===== src/rtl/rv32e_fetch_buffer.sv =====
`default_nettype none
// ============================================================================
// Module   : rv32e_fetch_buffer
// Brief    : RV32E instruction prefetch buffer with redirect-safe response drop.
// Revision : 1.0
// ============================================================================
module rv32e_fetch_buffer #(
  parameter int          DEPTH    = 4,
  parameter logic [31:0] RESET_PC = 32'h80000000
) (
  input  logic        clk,
  input  logic        rst_n,
  output logic        mem_req,
  output logic [31:0] mem_addr,
  input  logic        mem_gnt,
  input  logic        mem_rvalid,
  input  logic [31:0] mem_rdata,
  input  logic        redirect_valid,
  input  logic [31:0] redirect_pc,
  output logic        instr_valid,
  output logic [31:0] instr_data,
  output logic [31:0] instr_pc,
  input  logic        instr_ready
);

  localparam int                 c_ptr_w     = $clog2(DEPTH);
  localparam int                 c_cnt_w     = c_ptr_w + 1;
  localparam logic [c_cnt_w:0]   c_depth_ext = (c_cnt_w + 1)'(DEPTH);
  localparam logic [c_cnt_w-1:0] c_depth_cnt = c_cnt_w'(DEPTH);
  localparam logic [31:0]        c_nop       = 32'h00000013;
  localparam logic [31:0]        c_pc_mask   = 32'hFFFFFFFC;

  logic [31:0]         r_fetch_pc;
  logic [31:0]         r_resp_pc;
  logic [c_cnt_w-1:0]  r_count;
  logic [1:0]          r_outstanding;
  logic [1:0]          r_drop_cnt;
  logic [c_ptr_w-1:0]  r_rd_ptr;
  logic [c_ptr_w-1:0]  r_wr_ptr;
  logic [31:0]         r_fifo_data [DEPTH];
  logic [31:0]         r_fifo_pc   [DEPTH];

  logic [c_cnt_w:0]    w_inflight;
  logic                w_fire;
  logic                w_rsp;
  logic                w_drop;
  logic                w_push;
  logic                w_pop;
  logic [1:0]          w_outstanding_nxt;
  logic [31:0]         w_redirect_pc;

  // Credits cover both buffered entries and in-flight responses, so a
  // returning word always has a free slot.
  assign w_inflight = {1'b0, r_count} + {{(c_cnt_w - 1){1'b0}}, r_outstanding};

  assign mem_req  = rst_n && !redirect_valid && (r_outstanding < 2'd2)
                    && (w_inflight < c_depth_ext);
  assign mem_addr = r_fetch_pc;

  assign w_fire        = mem_req && mem_gnt;
  assign w_rsp         = mem_rvalid && (r_outstanding != 2'd0);
  assign w_drop        = w_rsp && (r_drop_cnt != 2'd0);
  assign w_push        = w_rsp && !w_drop && !redirect_valid;
  assign w_pop         = instr_valid && instr_ready && !redirect_valid;
  assign w_redirect_pc = redirect_pc & c_pc_mask;

  always_comb begin
    w_outstanding_nxt = r_outstanding;
    case ({w_fire, w_rsp})
      2'b10:   w_outstanding_nxt = r_outstanding + 2'd1;
      2'b01:   w_outstanding_nxt = r_outstanding - 2'd1;
      default: w_outstanding_nxt = r_outstanding;
    endcase
  end

  always_ff @(posedge clk or negedge rst_n) begin
    if (!rst_n) begin
      r_fetch_pc    <= RESET_PC;
      r_resp_pc     <= RESET_PC;
      r_count       <= '0;
      r_outstanding <= 2'd0;
      r_drop_cnt    <= 2'd0;
      r_rd_ptr      <= '0;
      r_wr_ptr      <= '0;
    end else begin
      r_outstanding <= w_outstanding_nxt;
      if (redirect_valid) begin
        // Every response still owed by memory belongs to the old stream;
        // a response landing this very cycle is already discarded here.
        r_fetch_pc <= w_redirect_pc;
        r_resp_pc  <= w_redirect_pc;
        r_drop_cnt <= r_outstanding - {1'b0, w_rsp};
        r_count    <= '0;
        r_rd_ptr   <= '0;
        r_wr_ptr   <= '0;
      end else begin
        if (w_fire) begin
          r_fetch_pc <= r_fetch_pc + 32'd4;
        end
        if (w_drop) begin
          r_drop_cnt <= r_drop_cnt - 2'd1;
        end
        if (w_push) begin
          r_resp_pc <= r_resp_pc + 32'd4;
          r_wr_ptr  <= r_wr_ptr + 1'b1;
        end
        if (w_pop) begin
          r_rd_ptr <= r_rd_ptr + 1'b1;
        end
        case ({w_push, w_pop})
          2'b10:   r_count <= r_count + 1'b1;
          2'b01:   r_count <= r_count - 1'b1;
          default: r_count <= r_count;
        endcase
      end
    end
  end

  always_ff @(posedge clk) begin
    if (w_push) begin
      r_fifo_data[r_wr_ptr] <= mem_rdata;
      r_fifo_pc[r_wr_ptr]   <= r_resp_pc;
    end
  end

  assign instr_valid = (r_count != '0);
  assign instr_data  = instr_valid ? r_fifo_data[r_rd_ptr] : c_nop;
  assign instr_pc    = instr_valid ? r_fifo_pc[r_rd_ptr]   : 32'h0;

`ifndef SYNTHESIS
  logic        r_chk_req_pend;
  logic [31:0] r_chk_addr;

  always @(posedge clk or negedge rst_n) begin
    if (!rst_n) begin
      r_chk_req_pend <= 1'b0;
      r_chk_addr     <= 32'h0;
    end else begin
      assert (!(w_push && !w_pop && (r_count == c_depth_cnt)))
        else $error("fetch buffer overflow");
      assert (!(mem_rvalid && (r_outstanding == 2'd0)))
        else $error("mem_rvalid with no request outstanding");
      // An ungranted request may only be withdrawn by a redirect.
      if (r_chk_req_pend && !redirect_valid) begin
        assert (mem_req && (mem_addr == r_chk_addr))
          else $error("ungranted request changed");
      end
      r_chk_req_pend <= mem_req && !mem_gnt;
      r_chk_addr     <= mem_addr;
    end
  end
`endif

endmodule
`default_nettype wire


===== config.mk =====
export PLATFORM = sky130hd
export DESIGN_NAME = rv32e_fetch_buffer
export DESIGN_NICKNAME = d
export VERILOG_FILES = /design/src/rtl/rv32e_fetch_buffer.sv
export SDC_FILE = /design/constraint.sdc
export NUM_CORES = 1
export LEC_CHECK = 0
export ABC_CLOCK_PERIOD_IN_PS = 4200
export CORE_ASPECT_RATIO = 0.8
export CORE_UTILIZATION = 40
export DETAILED_ROUTE_END_ITERATION = 8
export PLACE_DENSITY = 0.58
export SYNTH_ARGS = -nofsm -noshare
export SYNTH_HDL_FRONTEND = slang
export SYNTH_SLANG_ARGS = --single-unit

===== constraint.sdc =====
create_clock -name clk -period 4.2 [get_ports clk]
set_clock_uncertainty 0.15 [all_clocks]
set_input_delay 1.26 -clock clk [delete_from_list [all_inputs] [get_ports clk]]
set_output_delay 1.26 -clock clk [all_outputs]
set_load 0.005 [all_outputs]

* Word level (Yosys, flattened, before mapping)
Memory sizes are Yosys's and may differ from the RTL's. Cells that the tools add are included.
Word-level totals: register bits 75, RAM bits 256, input port bits 70, logic and storage cells 64, memories kept 2
Memory list:
- r_fifo_data | depth 4, bits a word 32, rd ports 1, clocked after memory_dff 0, wr ports 1, RTL line 40 | logic [31:0] r_fifo_data [DEPTH];
- r_fifo_pc | depth 4, bits a word 32, rd ports 1, clocked after memory_dff 0, wr ports 1, RTL line 41 | logic [31:0] r_fifo_pc [DEPTH];
Operators by class: $add $sub $neg 11, order comparisons 2, equality and inequality tests 4, mux-type cells 17, reductions and logical operators 21
Operators with widths (count):
- 32-bit two-way mux | 6
- 32-bit by 3-bit adder with 32-bit output, second input constant | 2
- 2-bit nonzero test | 7
- 2-bit two-way mux | 6
- 1-bit logical AND | 10
- 2-bit by 1-bit adder with 2-bit output, second input constant | 3
- 3-bit case mux with 2 select lines | 1
- 3-bit nonzero test | 2
- 3-bit by 2-bit adder with 4-bit output | 1
- 2-bit by 1-bit == test with 1-bit output, second input constant | 2
- 2-bit == test, second input constant | 2
- 4-bit by 3-bit < comparator with 1-bit output, second input constant | 1
- 2-bit case mux with 2 select lines | 1
- 2-bit by 1-bit subtractor with 2-bit output, second input constant | 2
- 3-bit by 1-bit adder with 3-bit output, second input constant | 1
- 3-bit two-way mux | 1
- 3-bit by 1-bit subtractor with 3-bit output, second input constant | 1
- 1-bit zero test | 2
- 2-bit < comparator, second input constant | 1
- 1-bit two-way mux | 2
- 2-bit by 1-bit subtractor with 2-bit output | 1

* Longest topological paths before layout
depth in word-level cells 9, depth in mapped cells 10, gate-level depth less buffers 8

* Worst setup path before layout
Ideal clock, no wire load.
kind in2reg, from input port redirect_valid, to memory r_fifo_data[2][0] (enable), library setup time 0.427 ns, data arrival time 3.703 ns, required time 3.623 ns, setup slack -0.080 ns, cell stages on the path 5, cells stage by stage clkbuf_1 -> inv_1 -> clkbuf_1 -> buf_1 -> and3_1
On the way: word-level cells in the longest chain between the ends 4
RTL lines:
- start, declared | RTL line 18 | input logic redirect_valid,
- 1-bit zero test | RTL line 63 | assign w_push = w_rsp && !w_drop && !redirect_valid;
- 1-bit logical AND | RTL line 63
- 1-bit two-way mux | RTL line 120 | if (w_push) begin
- 1-bit two-way mux (implied by the code) | RTL line 121 | r_fifo_data[r_wr_ptr] <= mem_rdata;
- end, declared | RTL line 40
Every way passes these cells.

* Worst setup path after layout
from input port redirect_valid, to output port mem_req
On the way: word-level cells in the longest chain between the ends 4
RTL lines:
- 1-bit zero test | RTL line 56 | assign mem_req = rst_n && !redirect_valid && (r_outstanding < 2'd2)
- 1-bit logical AND (2 in a row) | RTL line 56
- 1-bit logical AND | RTL line 57 | && (w_inflight < c_depth_ext);
- end, declared | RTL line 13 | output logic mem_req,
Every way passes these cells.

==> results.txt <==
Result of the run -> complete, no violations
Tot GR Track Use -> 18.2%
Category of the worst setup path launch point -> input pin
Largest net degree at the start of global routing -> 63
Final number of hold-violating endpoints -> 0
Fillers -> 2745
Rel. slew slack -> 29.3%
Initial core utilization -> 41.1%
Proportion of netlist area held by the largest area contributor -> 55.0%
Initial antenna violation count -> 2
Synth Area per Inst -> 15.5 sq um
Reg clk slew, reported paths -> 60 ps
Die Width -> 208 um
Wirelength, routed -> 30900 um
Leakage -> 5.68 nW
FMAX -> 247 MHz
Total number of yosys warnings -> 0
Syn Std Cell Area -> 13500 sq um
Number of nets with antenna violations after detailed routing -> 0
Max H-tree Level -> 2
Floorplan Core Area -> 32900 sq um
Number of setup violations in the final report -> 0
Setup slack at placement -> 149 ps
Required time worst endpoint -> 2790 ps
Period minus WS final -> 4050 ps
Portion of the post-synthesis area used by sequential elements -> 68.2%
Longest Clk Path Bufs -> 3
Sum of overflow across all layers after global routing -> 0
Number of global-route vias before repair -> 8465
Setup TNS -> 0 ps
Worst-case setup margin in the final layout -> 148 ps
Number of cells produced by synthesis -> 871
Power per unit of standard cell area -> 543 nW/um^2
Cell row count -> 59
Transition time at the pin with the least slew margin -> 1060 ps
Clk sink count -> 319
Top area cells in the synthesized netlist -> sky130_fd_sc_hd__edfxtp_1 (55%), sky130_fd_sc_hd__dfrtp_1 (13%), sky130_fd_sc_hd__mux4_2 (10%), sky130_fd_sc_hd__and2_1 (2.8%), sky130_fd_sc_hd__nand2_1 (1.9%)
Remaining design rule violation count -> 0
Number of flops mapped to enable cells by yosys -> 248
Die Span Y -> 167 um
Crit path kind -> in2out
Largest area contributor in the synthesized netlist -> sky130_fd_sc_hd__edfxtp_1
Die Outline Area -> 34600 sq um
Proportion of synthesized flip-flops having asynchronous set or reset -> 22.3%
Root cell of the clock tree -> sky130_fd_sc_hd__clkbuf_16
Worst voltage drop across the vdd grid -> 294 uV
CTS tree -> built
Number of diodes added for antenna fixing -> 0
Final Hold Slack -> 424 ps
HPWL reported at the end of detailed placement -> 20100 um
Distinct cell type count of the synthesized netlist -> 55
Tightest Hold Check Type -> reg2reg
Most common cell in the netlist -> sky130_fd_sc_hd__edfxtp_1
Max-cap violations -> 0
Synth cell count leaders -> sky130_fd_sc_hd__edfxtp_1 (248), sky130_fd_sc_hd__dfrtp_1 (69), sky130_fd_sc_hd__nand2_1 (69)
Capturing element type of the critical path -> output pin
DR iter-0 viols -> 545
Drt first pass iters -> 4
Drt wl/cell -> 20.5 um
Count of input and output buffers -> 161
Final weighted congestion in routability-driven placement -> 0.815
Predominant post-synthesis flop cell -> sky130_fd_sc_hd__edfxtp_1
Final Cycle Share -> 96.5%
Via-per-instance ratio -> 5.38
Count of nets after finishing -> 1136
Fraction of final layout cells sized beyond drive strength 1 -> 15.0%
Layout overhead on the synthesized area -> 25.0%
Flip-flop and latch count after synthesis -> 319
Final Power -> 9.19 mW
Total number of vias -> 8111
Source-to-sink clock delay at the later pin of the worst-skew pair -> 510 ps
First-pass GRT wire length -> 48700 um
CP Data Arrival Time -> 2640 ps
IO Pins -> 168
Number of pins exceeding their max-slew limit in the final report -> 0
RSZ-0062 raised after global routing -> no
Number of clock buffers inserted by TritonCTS -> 34
Maximum fanout along the worst path -> 2
-- cells in the final DEF, fill, tap and decap left out, drive strengths merged, types with 15 or more instances in the layout --
cell / synthesis / routed
edfxtp: 248 / 248
clkdlybuf4s50: 0 / 159
nand2: 69 / 69
dfrtp: 69 / 69
mux4: 62 / 62
and2: 62 / 62
clkbuf: 33 / 40
o21ai: 37 / 37
nor2: 34 / 34
buf: 14 / 33
nand3: 25 / 25
nand4: 23 / 23
xor2: 20 / 20
xnor2: 19 / 19
clkinv: 0 / 17
nor3: 15 / 15
-- power by group --
part	total [mW]	switching [mW]	internal (mW)
logic	2.43	1.03	1.40
registers	3.87	0.234	3.64
clock network	2.89	1.18	1.71
-- layout make-up --
cell class                      instances  area [sq um]  share of cell area [%]
Clock inverter                         21           175                    1.04
Tap cell                              427           534                    3.16
Sequential cell                       319          9230                    54.6
Timing Repair Buffer                  192          1950                    11.6
Inverter                               13          48.8                   0.288
Multi-Input combinational cell        495          4080                    24.1
Clock buffer                           40           895                    5.29
-- through the flow --
stage	cell area (sq um)	instances	utilization, %
floorplan	13500	874	-
global placement	15800	1445	48.1
detailed placement	15800	1445	48.1
CTS	16900	1506	51.3
global route	16900	1507	51.4
finish	16900	1507	51.4
-- flip-flops by register name, indices dropped and copies added (netlist names) --
signal / cells
r_wr_ptr: 2
r_rd_ptr: 2
r_resp_pc: 30
r_fifo_data: 128
mem_addr: 30
r_outstanding: 2
r_drop_cnt: 2
r_count: 3
r_fifo_pc: 120
-- worst max-delay path: stages --
cell,delay (ps)
sky130_fd_sc_hd__buf_2,110
sky130_fd_sc_hd__or4b_4,550
sky130_fd_sc_hd__nor3_1,200
sky130_fd_sc_hd__clkdlybuf4s50_1,530
-- metal layers --
metal | share of wire, % | global-route usage (%) | up-vias
met3 | 5.3 | 3.02 | 40
met2 | 45 | 27.7 | 258
li1 | - | - | 3730
met1 | 48 | 27.3 | 4081
met4 | 1.4 | 3.99 | 2
met5 | 0.042 | 0 | -
-- kinds of logic after synthesis --
group	count (synthesis)	synth area share (%)
XOR/XNOR	39	2.52
buffers and inverters	60	1.79
adder cells (fa/ha/maj)	11	1.07
AND/OR/NAND/NOR	274	10.7
AO/OA/AOI/OAI	94	4.50
other	1	0.0277
multiplexers	73	11.2
flip-flops	319	68.2
-- timing repair --
item / in CTS / in global routing
endpoints found under the setup margin: 0 / 8
setup buffers: 0 / 1
hold buffers: 0 / 0
resized for setup: 0 / 0
-- path summary, 6_finish.rpt --
check / end / cells past startpoint / slack [ps] / startpoint
max: mem_req / 4 / 150 / redirect_valid
min: r_wr_ptr[0]$_DFFE_PN0N_ / 2 / 420 / r_wr_ptr[0]$_DFFE_PN0N_
max reg2reg: mem_addr[16]$_DFFE_PN0P_ / 7 / 1190 / r_count[1]$_DFFE_PN0P_
min reg2reg: r_wr_ptr[0]$_DFFE_PN0N_ / 2 / 420 / r_wr_ptr[0]$_DFFE_PN0N_
max in group asynchronous: r_rd_ptr[0]$_DFFE_PN0P_ / 3 / 2190 / rst_n
min in group asynchronous: mem_addr[26]$_DFFE_PN0P_ / 2 / 560 / rst_n
Note: power is estimated with default switching activity, not from simulation.
